### src/rtl/wb_sync_sequencer_if.sv
// Bus bundle between the instruction sequencer and the datapath.
// The master side is the sequencer: it reads control requests and
// write-back acks, and drives stage strobes, PC and status.
interface wb_sync_sequencer_if #(
  parameter int WORD = 32,
  parameter int N_WB = 6
);
  // Requests and handshakes coming from the datapath / core top
  logic            start;
  logic            halt;
  logic [N_WB-1:0] wb_req;
  logic [N_WB-1:0] wb_ack;
  logic            jump;
  logic            rjump;
  logic [WORD-1:0] jump_loc;
  logic [WORD-1:0] jump_inc;

  // Strobes and status produced by the sequencer
  logic            fetch_tr;
  logic            reg_tr;
  logic            dne_tr;
  logic [N_WB-1:0] wb_tr;
  logic [WORD-1:0] pc;
  logic            busy;
  logic [WORD-1:0] retired;
  logic            err_timeout;

  modport master (
    input  start, halt, wb_req, wb_ack, jump, rjump, jump_loc, jump_inc,
    output fetch_tr, reg_tr, dne_tr, wb_tr, pc, busy, retired, err_timeout
  );

  modport slave (
    output start, halt, wb_req, wb_ack, jump, rjump, jump_loc, jump_inc,
    input  fetch_tr, reg_tr, dne_tr, wb_tr, pc, busy, retired, err_timeout
  );
endinterface

### src/rtl/wb_sync_sequencer.sv
// Instruction-cycle sequencer for the graph-traversal core.
// Walks FETCH -> DECODE -> EXEC -> CHECK, then optionally WB where the
// write-back channels are acknowledged and the PC write-back (jump or
// relative jump) is applied. A WB phase that stalls for TIMEOUT cycles is
// aborted and latches a sticky error that blocks further starts.
module wb_sync_sequencer #(
  parameter int WORD        = 32,
  parameter int N_WB        = 6,
  parameter int INSTR_WORDS = 3,
  parameter int TIMEOUT     = 15
) (
  input logic                 clk,
  input logic                 rst_n,
  wb_sync_sequencer_if.master bus
);

  typedef enum logic [2:0] {
    S_IDLE   = 3'd0,
    S_FETCH  = 3'd1,
    S_DECODE = 3'd2,
    S_EXEC   = 3'd3,
    S_CHECK  = 3'd4,
    S_WB     = 3'd5
  } state_t;

  localparam int TW = (TIMEOUT < 2) ? 1 : $clog2(TIMEOUT + 1);
  localparam logic [TW-1:0]          TMAX = TW'(TIMEOUT);
  localparam logic [WORD-1:0]        IW   = WORD'(INSTR_WORDS);
  localparam logic signed [WORD-1:0] IW_S = WORD'(INSTR_WORDS);

  state_t          state_q;
  logic            fetch_tr_q;
  logic            reg_tr_q;
  logic            dne_tr_q;
  logic [N_WB-1:0] pending_q;
  logic [N_WB-1:0] pending_d;
  logic [WORD-1:0] pc_q;
  logic [WORD-1:0] pc_tgt_q;
  logic            pc_pend_q;
  logic [WORD-1:0] retired_q;
  logic [TW-1:0]   timer_q;
  logic [TW-1:0]   timer_d;
  logic            err_q;

  // Absolute jump target: instruction index scaled to memory words.
  function automatic logic [WORD-1:0] abs_target(input logic [WORD-1:0] loc);
    return loc * IW;
  endfunction

  // Relative target. pc has already stepped past the current instruction
  // in DECODE, so one instruction is taken back. Two's-complement wrap
  // makes the signed offset work on the unsigned PC.
  function automatic logic [WORD-1:0] rel_target(input logic [WORD-1:0]        cur,
                                                 input logic signed [WORD-1:0] inc);
    logic signed [WORD-1:0] step;
    step = inc * IW_S;
    return cur + WORD'(step) - IW;
  endfunction

  // Pending mask and WB timer as they would stand after this cycle's acks.
  always_comb begin
    pending_d = pending_q & ~bus.wb_ack;
    timer_d   = timer_q + TW'(1);
  end

  // Sequencer FSM with registered stage strobes and all architectural state.
  always_ff @(posedge clk) begin
    if (!rst_n) begin
      state_q    <= S_IDLE;
      fetch_tr_q <= 1'b0;
      reg_tr_q   <= 1'b0;
      dne_tr_q   <= 1'b0;
      pending_q  <= '0;
      pc_q       <= '0;
      pc_tgt_q   <= '0;
      pc_pend_q  <= 1'b0;
      retired_q  <= '0;
      timer_q    <= '0;
      err_q      <= 1'b0;
    end else begin
      fetch_tr_q <= 1'b0;
      reg_tr_q   <= 1'b0;
      dne_tr_q   <= 1'b0;
      case (state_q)
        S_IDLE: begin
          if (bus.start && !err_q) begin
            state_q    <= S_FETCH;
            fetch_tr_q <= 1'b1;
          end
        end
        S_FETCH: begin
          state_q  <= S_DECODE;
          reg_tr_q <= 1'b1;
        end
        S_DECODE: begin
          state_q  <= S_EXEC;
          dne_tr_q <= 1'b1;
          pc_q     <= pc_q + IW;
        end
        S_EXEC: begin
          state_q <= S_CHECK;
        end
        S_CHECK: begin
          // Acks arriving together with the CHECK-cycle strobe count already.
          pending_q <= bus.wb_req & ~bus.wb_ack;
          pc_pend_q <= bus.jump | bus.rjump;
          pc_tgt_q  <= bus.jump ? abs_target(bus.jump_loc)
                                : rel_target(pc_q, signed'(bus.jump_inc));
          timer_q   <= '0;
          if ((bus.wb_req == '0) && !bus.jump && !bus.rjump) begin
            retired_q <= retired_q + WORD'(1);
            if (bus.halt) begin
              state_q <= S_IDLE;
            end else begin
              state_q    <= S_FETCH;
              fetch_tr_q <= 1'b1;
            end
          end else begin
            state_q <= S_WB;
          end
        end
        S_WB: begin
          // PC write-back always lands in the first WB cycle.
          pc_pend_q <= 1'b0;
          if (pc_pend_q) begin
            pc_q <= pc_tgt_q;
          end
          pending_q <= pending_d;
          timer_q   <= timer_d;
          if (pending_d == '0) begin
            retired_q <= retired_q + WORD'(1);
            if (bus.halt) begin
              state_q <= S_IDLE;
            end else begin
              state_q    <= S_FETCH;
              fetch_tr_q <= 1'b1;
            end
          end else if (timer_d == TMAX) begin
            err_q     <= 1'b1;
            pending_q <= '0;
            state_q   <= S_IDLE;
          end
        end
        default: begin
          state_q <= S_IDLE;
        end
      endcase
    end
  end

  // Write-back strobes mirror the requests during CHECK, the only cycle
  // in which the requests are meaningful.
  assign bus.wb_tr       = (state_q == S_CHECK) ? bus.wb_req : '0;
  assign bus.fetch_tr    = fetch_tr_q;
  assign bus.reg_tr      = reg_tr_q;
  assign bus.dne_tr      = dne_tr_q;
  assign bus.pc          = pc_q;
  assign bus.busy        = (state_q != S_IDLE);
  assign bus.retired     = retired_q;
  assign bus.err_timeout = err_q;

endmodule
### src/flat_wrapper.sv
// flat-port wrapper written by rule: the top's interface ports become plain ports
module wb_sync_sequencer_flat 
#(
  parameter int WORD        = 32,
  parameter int N_WB        = 6,
  parameter int INSTR_WORDS = 3,
  parameter int TIMEOUT     = 15
)
  (clk, rst_n, bus_start, bus_halt, bus_wb_req, bus_wb_ack, bus_jump, bus_rjump, bus_jump_loc, bus_jump_inc, bus_fetch_tr, bus_reg_tr, bus_dne_tr, bus_wb_tr, bus_pc, bus_busy, bus_retired, bus_err_timeout);
  wb_sync_sequencer_if #(.WORD(WORD), .N_WB(N_WB)) bus_i ();
  input logic clk;
  input logic rst_n;
  input wire logic [$bits(bus_i.start)-1:0] bus_start;
  input wire logic [$bits(bus_i.halt)-1:0] bus_halt;
  input wire logic [$bits(bus_i.wb_req)-1:0] bus_wb_req;
  input wire logic [$bits(bus_i.wb_ack)-1:0] bus_wb_ack;
  input wire logic [$bits(bus_i.jump)-1:0] bus_jump;
  input wire logic [$bits(bus_i.rjump)-1:0] bus_rjump;
  input wire logic [$bits(bus_i.jump_loc)-1:0] bus_jump_loc;
  input wire logic [$bits(bus_i.jump_inc)-1:0] bus_jump_inc;
  output wire logic [$bits(bus_i.fetch_tr)-1:0] bus_fetch_tr;
  output wire logic [$bits(bus_i.reg_tr)-1:0] bus_reg_tr;
  output wire logic [$bits(bus_i.dne_tr)-1:0] bus_dne_tr;
  output wire logic [$bits(bus_i.wb_tr)-1:0] bus_wb_tr;
  output wire logic [$bits(bus_i.pc)-1:0] bus_pc;
  output wire logic [$bits(bus_i.busy)-1:0] bus_busy;
  output wire logic [$bits(bus_i.retired)-1:0] bus_retired;
  output wire logic [$bits(bus_i.err_timeout)-1:0] bus_err_timeout;
  assign bus_i.start = bus_start;
  assign bus_i.halt = bus_halt;
  assign bus_i.wb_req = bus_wb_req;
  assign bus_i.wb_ack = bus_wb_ack;
  assign bus_i.jump = bus_jump;
  assign bus_i.rjump = bus_rjump;
  assign bus_i.jump_loc = bus_jump_loc;
  assign bus_i.jump_inc = bus_jump_inc;
  assign bus_fetch_tr = bus_i.fetch_tr;
  assign bus_reg_tr = bus_i.reg_tr;
  assign bus_dne_tr = bus_i.dne_tr;
  assign bus_wb_tr = bus_i.wb_tr;
  assign bus_pc = bus_i.pc;
  assign bus_busy = bus_i.busy;
  assign bus_retired = bus_i.retired;
  assign bus_err_timeout = bus_i.err_timeout;
  wb_sync_sequencer #(.WORD(WORD), .N_WB(N_WB), .INSTR_WORDS(INSTR_WORDS), .TIMEOUT(TIMEOUT)) u_core (.clk(clk), .rst_n(rst_n), .bus(bus_i));
endmodule
### config.mk
export PLATFORM = sky130hd
export DESIGN_NAME = wb_sync_sequencer_flat
export DESIGN_NICKNAME = d
export VERILOG_FILES = /design/src/rtl/wb_sync_sequencer_if.sv /design/src/rtl/wb_sync_sequencer.sv /design/src/flat_wrapper.sv
export SDC_FILE = /design/constraint.sdc
export NUM_CORES = 1
export LEC_CHECK = 0
export ABC_AREA = 1
export BUFFER_PORTS_ARGS = -buffer_cell sky130_fd_sc_hd__buf_2
export CAP_MARGIN = 20
export CELL_PAD_IN_SITES_DETAIL_PLACEMENT = 0
export CELL_PAD_IN_SITES_GLOBAL_PLACEMENT = 2
export CORE_UTILIZATION = 34
export DETAILED_ROUTE_END_ITERATION = 8
export PLACE_DENSITY_LB_ADDON = 0.1
export SYNTH_ARGS = -nofsm -noshare
export SYNTH_HDL_FRONTEND = slang
export SYNTH_SLANG_ARGS = --single-unit
### constraint.sdc
create_clock -name clk -period 7.2 [get_ports clk]
set_input_delay 0.72 -clock clk [delete_from_list [all_inputs] [get_ports clk]]
set_output_delay 0.72 -clock clk [all_outputs]
set_load 0.02 [all_outputs]
# After elaboration in Yosys (flattened, before gate mapping)
# Cells that the tools add are included.
word_totals:
  regBits: 114
  inputBits: 82
  out_inout_bits: 75
  elab_cells: 75
classes:
  n_addsub: 5
  n_mul: 2
  n_eq_ne: 11
  n_mux: 25
  bitwise_logic: 5
  reduce_logical: 16
op_table:
  columns: ["operator", "count"]
  rows:
  - ["$mux W32", 4]
  - ["$pmux W32 S2", 2]
  - ["$add A32 B1 Y32 const B", 1]
  - ["$add A32 B2 Y32 const B", 1]
  - ["$add A32 B32 Y32", 1]
  - ["$mul A32 B2 Y32 const B", 1]
  - ["$mul A32 B3 Y32 const B", 1]
  - ["$sub A32 B2 Y32 const B", 1]
  - ["$mux W6", 3]
  - ["$pmux W3 S6", 1]
  - ["$and A6 B6 Y6", 2]
  - ["$logic_not A6 Y1", 2]
  - ["$mux W3", 4]
  - ["$pmux W6 S2", 1]
  - ["$ne A2 B1 Y1 const B", 4]
  - ["$pmux W4 S2", 1]
  - ["$mux W1", 7]
  - ["$eq A3 B2 Y1 const B", 2]
  - ["$eq A3 B3 Y1 const B", 2]
  - ["$not A6 Y6", 1]
  - ["$reduce_and A3 Y1", 2]
  - ["$add A4 B1 Y4 const B", 1]
  - ["$eq A4 B4 Y1 const B", 1]
  - ["$reduce_and A2 Y1", 2]
  - ["11 further kinds", 16]

# Longest topological paths before layout
# Gate-level depths: netlist of run 1.
logic_depth:
  ltp_word: 5
  ltp_mapped: 22
  mapped_depth_nobuf: 22

# Worst setup path before layout of run 1
# OpenSTA, ideal clock, no wires.
synth_path:
  path_kind: "input -> register"
  startpoint: "in bus_jump_inc[0]"
  endpoint: "reg u_core.pc_tgt_q[25]"
  setup_ps: 109
  arrival_ps: 3206
  t_required_ps: 7091
  slack_ps: 3885
  path_stages: 19
  path_buffers: 0
  path_cell_list: "inv_1 > ha_1 > inv_1 > ha_1 > fa_1 > inv_1 > fa_1 > inv_1 > nand2_1 > o21ai_2 > inv_1 > o21ai_1 > nand2_1 > nand3_1 > nand2_1 > nand3_1 > nand3_1 > nand2_1 > inv_1"
synth_via:
  elab_chain_len: 4
synth_lines:
  columns: ["item", "line", "rtl"]
  rows:
  - ["start, declared", "flat_wrapper.sv:20", "input wire logic [$bits(bus_i.jump_inc)-1:0] bus_jump_inc;"]
  - ["$mul A32 B3 Y32", "wb_sync_sequencer.sv:56", "step = inc * IW_S;"]
  - ["$add A32 B32 Y32", "wb_sync_sequencer.sv:57", "return cur + WORD'(step) - IW;"]
  - ["$sub A32 B2 Y32", "wb_sync_sequencer.sv:57", null]
  - ["$mux W32", "wb_sync_sequencer.sv:107", "pc_tgt_q <= bus.jump ? abs_target(bus.jump_loc)"]
  - ["end signal, assigned", "wb_sync_sequencer.sv:107", null]
  - ["end, declared", "wb_sync_sequencer.sv:38", "logic [WORD-1:0] pc_tgt_q;"]
# No other way between the ends.
# A chain may end at the register's enable or synchronous reset.

# Worst setup path after layout of run 1
layout_path:
  startpoint: "reg u_core.state_q[1]"
  endpoint: "out bus_wb_tr[0]"
layout_via:
  elab_chain_len: 2
layout_lines:
  columns: ["item", "line", "rtl"]
  rows:
  - ["start, declared", "wb_sync_sequencer.sv:31", "state_t state_q;"]
  - ["start signal, assigned", "wb_sync_sequencer.sv:69", "state_q <= S_IDLE;"]
  - ["start signal, assigned", "wb_sync_sequencer.sv:87", "state_q <= S_FETCH;"]
  - ["start signal, assigned", "wb_sync_sequencer.sv:92", "state_q <= S_DECODE;"]
  - ["$eq A3 B3 Y1", "wb_sync_sequencer.sv:153", "assign bus.wb_tr = (state_q == S_CHECK) ? bus.wb_req : '0;"]
  - ["$mux W6", "wb_sync_sequencer.sv:153", null]
  - ["end, declared", "flat_wrapper.sv:24", "output wire logic [$bits(bus_i.wb_tr)-1:0] bus_wb_tr;"]
# No other way between the ends.

==> results of run 1 <==
[how the worst max path moves through the flow]
stage	depth (start not counted)	slack, ps	end	from
6_report	7	3500	bus_wb_tr[0]	u_core.state_q[1]
5_1_grt	15	3140	u_core.pc_tgt_q[12]	bus_jump_inc[2]
4_1_cts	7	3460	bus_wb_tr[0]	u_core.state_q[1]
3_5_place_dp	15	3040	u_core.pc_tgt_q[12]	bus_jump_inc[2]
3_3_place_gp	15	3070	u_core.pc_tgt_q[12]	bus_jump_inc[10]
2_1_floorplan	19	3880	u_core.pc_tgt_q[25]	bus_jump_inc[0]
[per-layer routing]
metal	up-vias	part of all wire	GRT usage	routed length, um
met3	37	0.043	0.03417	1919
met5	-	0	0	0
met4	0	0.015	0.06148	689
met1	6013	0.48	0.3306	21310
met2	290	0.46	0.4162	20730
li1	6647	-	-	-
[metrics by stage]
step / power [uW] / area, um2 / setup WS (ps) / util / cells
2_1_floorplan: 1355 / 12300 / 3885 / - / 2014
3_5_place_dp: 1669 / 13490 / 3043 / 0.3792 / 2592
4_1_cts: 2666 / 14140 / 3458 / 0.3976 / 2624
6_report: 2642 / 14170 / 3499 / 0.3984 / 2625
5_1_grt: 2828 / 14170 / 3142 / 0.3984 / 2625
3_3_place_gp: 1670 / 13490 / 3075 / 0.3792 / 2592
[worst min-delay path: cells and delay by family, from the launching register on]
kind | cells | cell delay (ps)
AO/OA/AOI/OAI | 1 | 50
flip-flops | 1 | 310
AND/OR/NAND/NOR | 1 | 60
[registers in the layout (all words and copies together), names as in the netlist]
| signal | count |
|---|---|
| u_core.state_q | 3 |
| u_core.bus.dne_tr | 1 |
| u_core.pc_tgt_q | 32 |
| u_core.pending_q | 6 |
| u_core.pc_pend_q | 1 |
| u_core.bus.pc | 32 |
| u_core.timer_q | 4 |
| u_core.bus.err_timeout | 1 |
| u_core.bus.retired | 32 |
| u_core.bus.reg_tr | 1 |
| u_core.bus.fetch_tr | 1 |
[synth_stat cells (all sizes together), types with 14 or more instances]
master | n | share of area
xor2 | 33 | 0.024
a21oi | 169 | 0.069
nand3b | 15 | 0.0092
nand3 | 151 | 0.062
ha | 70 | 0.071
nor2 | 165 | 0.052
o21bai | 14 | 0.0085
inv | 417 | 0.13
buf | 25 | 0.012
nand4 | 24 | 0.012
nand2 | 527 | 0.16
fa | 59 | 0.096
dfxtp | 114 | 0.19
nor3 | 37 | 0.018
o21ai | 94 | 0.039
clkbuf | 20 | 0.0061
o211ai | 19 | 0.012
[power by group through the flow]
stage	sequential [uW]	clock, uW	combinational [uW]
2_1_floorplan	673	0	682
3_3_place_gp	672	0	998
3_5_place_dp	672	0	996
4_1_cts	658	1010	1000
5_1_grt	660	1030	1140
6_report	658	986	998
[area by class of cell]
cell class / instances / area [um2]
Timing Repair Buffer: 163 / 853.3
Fill cell: 4003 / 21400
Clock inverter: 15 / 230.2
Tap cell: 461 / 576.8
Clock buffer: 17 / 425.4
Inverter: 420 / 1579
Sequential cell: 114 / 2282
Multi-Input combinational cell: 1435 / 8224
[logic make-up (layout without fill, tap and decap cells)]
kind of cell               count (synthesis)  in the layout
xor gates and xnor gates                  43             43
AOI/OAI and AO/OA                        320            320
DFF                                      114            114
buffers and inverters                    465            615
adders and majority gates                129            129
and+or+nand+nor                          943            943
==> run_results.csv, run 1 <==
group,metric,value,unit
timing,fmax,0.2702,GHz
pwr,p_leak,0.007289,uW
worst_setup_path,worst_setup_path_start_kind,"flop",
pwr,seq_power_share,0.249,
finish,drive_gt1_frac,0.1040,
pwr,p_comb_frac,0.378,
worst_setup_path,regToRegStartpoint,"u_core.bus.pc[9]",
synth,synth.distinct_cells,51,
clock_tree,cts-hold-fix-buffers,0,
clock_tree,cts_max_level,4,
grt,grt.total_usage,0.2474,
grt,grt_max_degree,55,
worst_setup_path,critical_path_arrival,2980,ps
timing,period_minus_slack,3701,ps
clock_tree,clkLatencyLatePin,440,ps
pwr,powerDensity,186.4,nW/um2
drt,via_count,12990,
synth,synth_area,12300,um2
drt,ant_nets,0,
worst_setup_path,setup.worst_path.class,"flop to output pin",
clock_tree,clockBufferDepth,2,
min_path,min_to,"u_core.pc_tgt_q[2]",
synth,ys_seq_area_frac,0.1856,
synth,synth_fa_ha_area_frac,0.1673,
synth,yosys_register_bits,114,
die,start_util,0.3457,
drt,first_iter_violations,672,
synth,synth_top_family_by_area,"simple AND/OR/NAND/NOR gates",
timing,fin_crit_sh,0.5140,
grt,grt_pass1_wl,69830,um
drt,wire_per_inst,17.01,um
die,coreArea,35570,um2
worst_setup_path,crit_required,6480,ps
clock_tree,cts_made_buffers,17,
synth,async_flop_share,0,
finish,final_nets,2362,
placement,globalplace.congestion,0.9298,
synth,syn_nets,2225,
synth,synthFlopType,"dfxtp_1",
synth,synth_compound_area_frac,0.1432,
die,num_rows,69,
worst_setup_path,cp_slowest_cell,"inv_1",
clock_tree,clk_pin_slew,60,ps
worst_setup_path,r2r_setup_slack,3910,ps
die,ioPinCount,157,
clock_tree,cts_setup_buffers,0,
drt,first_pass_iters,6,
clock_tree,cts.sinks,114,
synth,netlist_instances,2014,
drt,vias_per_cell,4.947,
min_path,min_from,"u_core.pc_tgt_q[2]",
die,dieHeight,192.2,um
worst_setup_path,crit_path_end_kind,"output pin",
synth,yosys.area_share.xor_xnor,0.03063,
worst_setup_path,crit_top_cell,"inv_1",
grt,grt-ovfl-total,0,
worst_setup_path,crit_family,"buffers and inverters",
finish,final_cell_mix,"nand2_1 (525), inv_1 (411), a21oi_1 (167)",
finish,diodes,0,
pwr,ir_drop,161.3,uV
placement,place_hpwl,36270,um
worst_setup_path,path_max_fanout,46,
pwr,clock_power_share,0.373,
run_status,status,"finished clean",
timing,drv_slew,0,
timing,holdWs,465.5,ps
timing,setup_viol,0,
clock_tree,post_cts_resized,0,
synth,synth-edff-count,0,
die,dieWidth,192.2,um
die,die-area,36930,um2
placement,port-buffer-count,156,
synth,yosys.area_share.simple,0.3269,
finish,areaGrowthSynthToFinish,15.24,%
grt,antenna_found_initial,0,
clock_tree,cts_tree,"done",
worst_setup_path,worstPathCellList,"inv_1 > nand2_2 > nor2_4 > buf_4 > inv_1 > nor2_1 > buf_2",
drt,drc,0,
worst_setup_path,worstReg2RegEnd,"u_core.pc_tgt_q[12]",
min_path,holdPathStages,2,
grt,grt_pass1_vias,12460,
timing,rsz0062_at_grt,"no",
worst_setup_path,slowest_delay,630,ps
drt,wl,44650,um
min_path,hold_path.class,"flop to flop",
pwr,p_switching,1054,uW
pwr,intPower,1588,uW
pwr,p_sw_frac,0.3989,
timing,fin_skew,12.76,ps
worst_setup_path,cp_num_buf_inv,4,
synth,yosysWarnings,0,
clock_tree,cts_root_buf,"clkbuf_16",
timing,setup_tns,0,ps
flow_run,drv_cap,0,
timing,relSlewSlack,0.3427,
synth,synth_mux_area_frac,0,
timing,worst_pin_slew,984.8,ps
timing,hold_viol_final,0,
worst_setup_path,reg2regPathDepth,11,
finish,layout_commonest_cell,"nand2_1",
synth,syn_area_per_cell,6.106,um2
Note: power is estimated with default switching activity, not from simulation.
==> run 2: changes to the inputs <==
--- a/config.mk
+++ b/config.mk
@@ -10,7 +10,7 @@
 export CAP_MARGIN = 20
 export CELL_PAD_IN_SITES_DETAIL_PLACEMENT = 0
 export CELL_PAD_IN_SITES_GLOBAL_PLACEMENT = 2
-export CORE_UTILIZATION = 34
+export CORE_UTILIZATION = 29
 export DETAILED_ROUTE_END_ITERATION = 8
 export PLACE_DENSITY_LB_ADDON = 0.1
 export SYNTH_ARGS = -nofsm -noshare
==> constraint.sdc (replaced) <==
create_clock -name clk -period 3.1 [get_ports clk]
set_input_delay 0.31 -clock clk [delete_from_list [all_inputs] [get_ports clk]]
set_output_delay 0.31 -clock clk [all_outputs]
set_load 0.02 [all_outputs]
==> run 2 against run 1 <==
  * Core utilization shrank 3.6 points
  * Non-clock buffer count grew 120
  * Critical endpoint is now u_core.pc_tgt_q[12]
  * Final cell count rose by 7.5%
  * Critical path depth is 8 higher
  * Die area up 17%
  * Worst setup slack worse by 3300 ps
  * Clock skew decreased by 4.8 ps
  * Largest cell class unchanged
  * Global-route usage shrank 2.7 points
  * Critical path type is now input pin to flop
  * Sequential power grew 130%
  * Wire length increased by 5.5%
==> run_results.csv, run 2 (same netlist as run 1, synthesis figures left out) <==
group,metric,value,unit
clock_tree,clockBufferDepth,2,
flow_run,drv_cap,0,
timing,rsz0062_at_grt,"yes",
die,dieWidth,207.9,um
run_status,status,"finished clean",
finish,utilization,0.3624,
worst_setup_path,regToRegStartpoint,"u_core.bus.pc[1]",
finish,diodes,0,
clock_tree,cts_tree,"done",
grt,use_met2,0.3822,
grt,grt.busiest_layer,"met2",
die,coreArea,41850,um2
placement,dpl_cell_area,14500,um2
worst_setup_path,setup.worst_path.class,"input pin to flop",
timing,drv_slew,0,
timing,setup_viol,0,
worst_setup_path,crit_path_end_kind,"flop",
drt,vias_per_cell,4.707,
drt,via_count,13280,
grt,gr-usage-met3,0.02838,
drt,drc,0,
worst_setup_path,reg2regPathDepth,18,
pwr,totalPowerFinal,6393,uW
clock_tree,clkLatencyLatePin,440,ps
pwr,p_comb_frac,0.429,
grt,antenna_found_initial,0,
pwr,p_sw_frac,0.3845,
timing,fin_crit_sh,0.9479,
die,start_util,0.2938,
pwr,clock_power_share,0.332,
placement,place_ws,-378.6,ps
finish,layout_commonest_cell,"nand2_1",
grt,grt_pass1_wl,73420,um
worst_setup_path,r2r_setup_slack,250,ps
clock_tree,cts_max_level,4,
drt,first_iter_violations,784,
min_path,min_from,"bus_start",
die,ioPinCount,157,
worst_setup_path,critical_path_arrival,3270,ps
drt,wl,47100,um
worst_setup_path,path_max_fanout,5,
die,dieHeight,207.9,um
grt,grt-ovfl-total,0,
grt,grt.total_usage,0.2207,
clock_tree,cts_made_buffers,17,
timing,worst_pin_slew,638.1,ps
min_path,holdPathStages,3,
grt,grt_max_degree,49,
finish,areaGrowthSynthToFinish,23.35,%
clock_tree,clk_pin_slew,60,ps
pwr,ir_drop,394.3,uV
timing,hold_viol_final,0,
finish,drive_gt1_frac,0.1555,
timing,worst_slack,161.5,ps
pwr,seq_power_share,0.240,
min_path,hold_path.class,"input pin to flop",
pwr,powerDensity,421.5,nW/um2
min_path,min_to,"u_core.bus.fetch_tr",
worst_setup_path,worstReg2RegEnd,"u_core.pc_tgt_q[31]",
die,num_rows,75,
pwr,p_switching,2458,uW
finish,fin_area,15170,um2
placement,place_hpwl,39100,um
pwr,intPower,3935,uW
finish,final_nets,2482,
drt,wire_per_inst,16.69,um
pwr,p_leak,0.007881,uW
worst_setup_path,crit_required,3440,ps
worst_setup_path,worst_setup_path_start_kind,"input pin",
timing,fin_skew,7.984,ps
drt,ant_nets,0,
finish,fillerInstances,4777,
clock_tree,cts_root_buf,"clkbuf_16",
drt,first_pass_iters,7,
timing,relSlewSlack,0.5746,
grt,grt_pass1_vias,12860,
clock_tree,cts-hold-fix-buffers,0,
clock_tree,cts.sinks,114,
finish,final_cell_mix,"nand2_1 (523), inv_1 (411), a21oi_1 (166)",
placement,port-buffer-count,156,
placement,globalplace.congestion,0.8489,
timing,period_minus_slack,2938,ps
timing,fmax,0.3403,GHz
die,die-area,43230,um2
grt,use_met1,0.2857,
-- run 2: stage by stage --
| stage | setup TNS [ps] | hold WS [ps] | cells |
|---|---|---|---|
| floorplan | 0 | 437.9 | 2014 |
| global placement | -5307 | 461.9 | 2790 |
| detailed placement | -5898 | 461.8 | 2790 |
| CTS | 0 | 128.1 | 2821 |
| global route | -55.33 | 159.9 | 2822 |
| finish | 0 | 149.9 | 2822 |
-- run 2: timing repair --
action	in CTS	in global routing
endpoints found under the setup margin	0	17
gates resized for setup	0	17
setup buffers	0	1
-- run 2: worst max path at each step --
| stage | end | slack (ps) | cells past startpoint | start |
|---|---|---|---|---|
| after global routing | u_core.pc_tgt_q[23] | -60 | 18 | u_core.bus.pc[1] |
| after detailed placement | u_core.pc_tgt_q[26] | -380 | 19 | bus_jump_inc[3] |
| after CTS | u_core.pc_tgt_q[26] | 90 | 19 | bus_jump_inc[3] |
| after floorplan | u_core.pc_tgt_q[25] | 190 | 19 | bus_jump_inc[0] |
| final | u_core.pc_tgt_q[12] | 160 | 15 | bus_jump_inc[10] |
| after global placement | u_core.pc_tgt_q[26] | -370 | 19 | bus_jump_inc[5] |
-- run 2: power by group through the flow --
stage          Combinational, uW  Sequential [uW]  Clock [uW]
2_1_floorplan               1580             1560           0
3_3_place_gp                2730             1560           0
3_5_place_dp                2730             1560           0
4_1_cts                     2750             1530        2180
5_1_grt                     3110             1530        2230
6_report                    2740             1530        2120
-- run 2: critical path: stages --
cell and delay (ps):
buf_2 190, inv_1 80, fa_1 500, inv_1 50
fa_1 500, inv_1 40, ha_1 350, nand2_1 100
nand2_1 60, o21bai_1 210, nand3b_1 340, o21ai_0 220
o21ai_0 120, o21ai_0 160, inv_1 50
-- run 2: layout make-up --
type / count / area, um2 / share of cell area
Multi-Input combinational cell: 1435 / 8272 / 0.5453
Sequential cell: 114 / 2283 / 0.1505
Timing Repair Buffer: 283 / 1747 / 0.1152
Inverter: 420 / 1579 / 0.1041
Tap cell: 539 / 674.4 / 0.04446
Clock buffer: 22 / 484.2 / 0.03192
Clock inverter: 9 / 128.9 / 0.008496
-- run 2: routing by layer --
metal	wire, um	vias up
li1	-	6874
met1	22100	6143
met2	22580	223
met3	1397	42
met4	1024	0
met5	0	-
==> run 3: changes to the inputs <==
--- a/config.mk
+++ b/config.mk
@@ -5,14 +5,14 @@
 export SDC_FILE = /design/constraint.sdc
 export NUM_CORES = 1
 export LEC_CHECK = 0
-export ABC_AREA = 1
 export BUFFER_PORTS_ARGS = -buffer_cell sky130_fd_sc_hd__buf_2
 export CAP_MARGIN = 20
 export CELL_PAD_IN_SITES_DETAIL_PLACEMENT = 0
 export CELL_PAD_IN_SITES_GLOBAL_PLACEMENT = 2
-export CORE_UTILIZATION = 29
+export CORE_UTILIZATION = 31
 export DETAILED_ROUTE_END_ITERATION = 8
-export PLACE_DENSITY_LB_ADDON = 0.1
+export GPL_TIMING_DRIVEN = 1
+export PLACE_DENSITY = 0.82
 export SYNTH_ARGS = -nofsm -noshare
 export SYNTH_HDL_FRONTEND = slang
 export SYNTH_SLANG_ARGS = --single-unit
==> run 3 against run 2 <==
  * The flow now finishes with violations (setup timing)
  * Critical path depth increased by 3
  * Sequential cell count unchanged
  * Largest power group unchanged
  * Combinational power increased by 8.8%
  * Die area decreased by 17%
  * Final cell count decreased by 24%
  * Clock skew about the same
==> run_results.csv, run 3 <==
group,metric,value,unit
finish,final_nets,1885,
timing,worst_pin_slew,724.6,ps
run_status,status,"finished with violations",
finish,fin_area,14310,um2
synth,synth_top_area_cell,"dfxtp_1",
flow_run,drv_cap,0,
pwr,seq_power_share,0.239,
grt,grt.total_usage,0.2004,
finish,areaGrowthSynthToFinish,31.82,%
pwr,p_switching,2372,uW
clock_tree,cts_root_buf,"clkbuf_16",
drt,wire_per_inst,16.55,um
worst_setup_path,crit_path_end_kind,"flop",
die,dieHeight,189.1,um
pwr,intPower,4075,uW
synth,synth_mux_area_frac,0.007378,
drt,ant_nets,0,
grt,grt_pass1_wl,56690,um
worst_setup_path,crit_top_cell,"buf_6",
die,die-area,35760,um2
finish,utilization,0.4152,
synth,async_flop_share,0,
worst_setup_path,cp_num_buf_inv,8,
worst_setup_path,path_max_fanout,4,
clock_tree,cts_made_buffers,17,
finish,final_cells,2141,
worst_setup_path,worstPathCellList,"buf_6 > fa_1 > inv_1 > fa_1 > inv_2 > ha_4 > o21ai_2 > buf_6 > a211oi_4 > nand3_2 > a31oi_4 > buf_6 > buf_6 > buf_4 > nor2_1 > o21ai_0 > buf_4 > a21oi_1",
worst_setup_path,crit_required,3390,ps
finish,regArea,2283,um2
grt,grt_max_degree,40,
die,num_rows,68,
pwr,powerDensity,450.6,nW/um2
synth,yosys.area_share.simple,0.1945,
synth,netlist_instances,1413,
pwr,ir_drop,346.0,uV
drt,first_iter_violations,514,
die,coreArea,34460,um2
pwr,p_leak,0.006498,uW
timing,worst_slack,-82.11,ps
finish,final_cell_mix,"inv_1 (175), buf_4 (148), buf_2 (140)",
finish,multiInputGateArea,8195,um2
run_status,violations,"setup timing",
clock_tree,clk_pin_slew,60,ps
timing,holdWs,249.5,ps
worst_setup_path,worst_setup_path_start_kind,"input pin",
placement,dpl_cell_area,13250,um2
synth,synth_area,10850,um2
synth,yosys_register_bits,114,
placement,placed_cells,2100,
synth,synthTopCellsByCount,"inv_1 (197), nor2_1 (134), a21oi_1 (121), dfxtp_1 (114), o21ai_0 (98)",
synth,ys_seq_area_frac,0.2103,
timing,fmax,0.3143,GHz
clock_tree,cts_tree,"done",
synth,synth.distinct_cells,86,
pwr,clock_power_share,0.299,
clock_tree,cts.sinks,114,
pwr,p_comb_frac,0.463,
timing,rsz0062_at_grt,"yes",
finish,layout_commonest_cell,"inv_1",
die,start_util,0.3150,
clock_tree,clkLatencyLatePin,420,ps
timing,drv_slew,0,
finish,fillerInstances,3582,
grt,grt_pass1_vias,10340,
die,ioPinCount,157,
synth,synth_compound_area_frac,0.2557,
clock_tree,cts-hold-fix-buffers,0,
synth,synth-edff-count,0,
synth,synth_top_area_frac,0.2103,
grt,antenna_found_initial,0,
drt,wl,35430,um
grt,grt-ovfl-total,0,
drt,first_pass_iters,4,
synth,synth_top_family_by_area,"compound AO/OA/AOI/OAI gates",
min_path,hold_path.class,"input pin to flop",
worst_setup_path,critical_path_arrival,3470,ps
placement,globalplace.congestion,0.8538,
timing,period_minus_slack,3182,ps
synth,syn_nets,1624,
synth,synthFlopType,"dfxtp_1",
synth,synth_area_leaders,"dfxtp_1 (21%), fa_1 (11%), ha_1 (8.1%), inv_1 (6.8%), a21oi_1 (5.6%)",
placement,place_hpwl,27650,um
placement,port-buffer-count,156,
die,dieWidth,189.1,um
worst_setup_path,setup.worst_path.class,"input pin to flop",
synth,synth_most_common_cell,"inv_1",
pwr,p_sw_frac,0.3679,
worst_setup_path,slowest_delay,530,ps
clock_tree,clockBufferDepth,2,
timing,setup_viol,9,
drt,drc,0,
timing,fin_crit_sh,1.026,
finish,diodes,0,
timing,relSlewSlack,0.5169,
synth,synth_fa_ha_area_frac,0.1895,
finish,drive_gt1_frac,0.2746,
synth,syn_area_per_cell,7.681,um2
drt,vias_per_cell,5.045,
synth,yosysWarnings,0,
worst_setup_path,crit_family,"adder cells",
timing,fin_skew,8.150,ps
drt,via_count,10800,
synth,yosys.area_share.xor_xnor,0.05246,
pwr,totalPowerFinal,6447,uW
worst_setup_path,cp_slowest_cell,"fa_1",
clock_tree,cts_max_level,4,
timing,hold_viol_final,0,
run 3: final cells by class:
class	count	area share
inverter	202	0.05300
multi-input combinational	1040	0.5729
tap	455	0.03979
timing repair buffer	299	0.1356
sequential	114	0.1596
clock buffer	20	0.03122
clock inverter	11	0.007959
run 3: kinds of logic after synthesis:
group,count (synthesis)
buffers and inverters,259
and+or+nand+nor,419
muxes,8
DFF,114
adders and majority gates,129
AOI/OAI and AO/OA,419
xor gates and xnor gates,65
run 3: final timing paths:
| path | start | to | slack, ps | depth (start not counted) |
|---|---|---|---|---|
| setup reg to reg | u_core.bus.pc[1] | u_core.pc_tgt_q[23] | -40 | 13 |
| hold reg to reg | u_core.pc_tgt_q[2] | u_core.pc_tgt_q[2] | 470 | 2 |
| setup / recovery | bus_jump_inc[5] | u_core.pc_tgt_q[18] | -80 | 18 |
| hold / removal | bus_halt | u_core.bus.fetch_tr | 250 | 4 |
run 3: through the flow:
step	TNS, ps	setup WS (ps)
6_report	-422.8	-82.11
5_1_grt	-1587	-208.4
4_1_cts	-57.35	-30.62
3_5_place_dp	-10790	-614.1
3_3_place_gp	-10040	-578.9
2_1_floorplan	-650.2	-266.8
run 3: routing by layer:
layer / track usage / up-vias / share of wire
li1: - / 5431 / -
met1: 0.2825 / 5128 / 0.49
met2: 0.3249 / 216 / 0.46
met3: 0.02780 / 26 / 0.044
met4: 0.03939 / 0 / 0.010
met5: 0 / - / 0
run 3: timing repair:
item                       4_1_cts  5_1_grt
resized for setup               35       70
setup endpoints to repair       14       21
setup buffers                    2        9
pin swaps                       26       32
run 3: power groups by stage:
stage                     Clock, uW  Combinational, uW  Sequential (uW)
after floorplan                   0               1760             1560
after global placement            0               2640             1570
after detailed placement          0               2660             1570
after CTS                      1960               2760             1540
after global routing           2040               3300             1540
final                          1930               2980             1540
run 3: worst register-to-register path: stages (launching register included):
cell	delay (ps)
dfxtp_2	330
ha_2	190
fa_1	580
inv_1	80
fa_2	380
nor2b_4	170
o31ai_4	100
a21boi_4	210
o211ai_1	160
a21oi_2	250
buf_4	150
xnor2_1	110
nor4_1	70
a211o_1	250
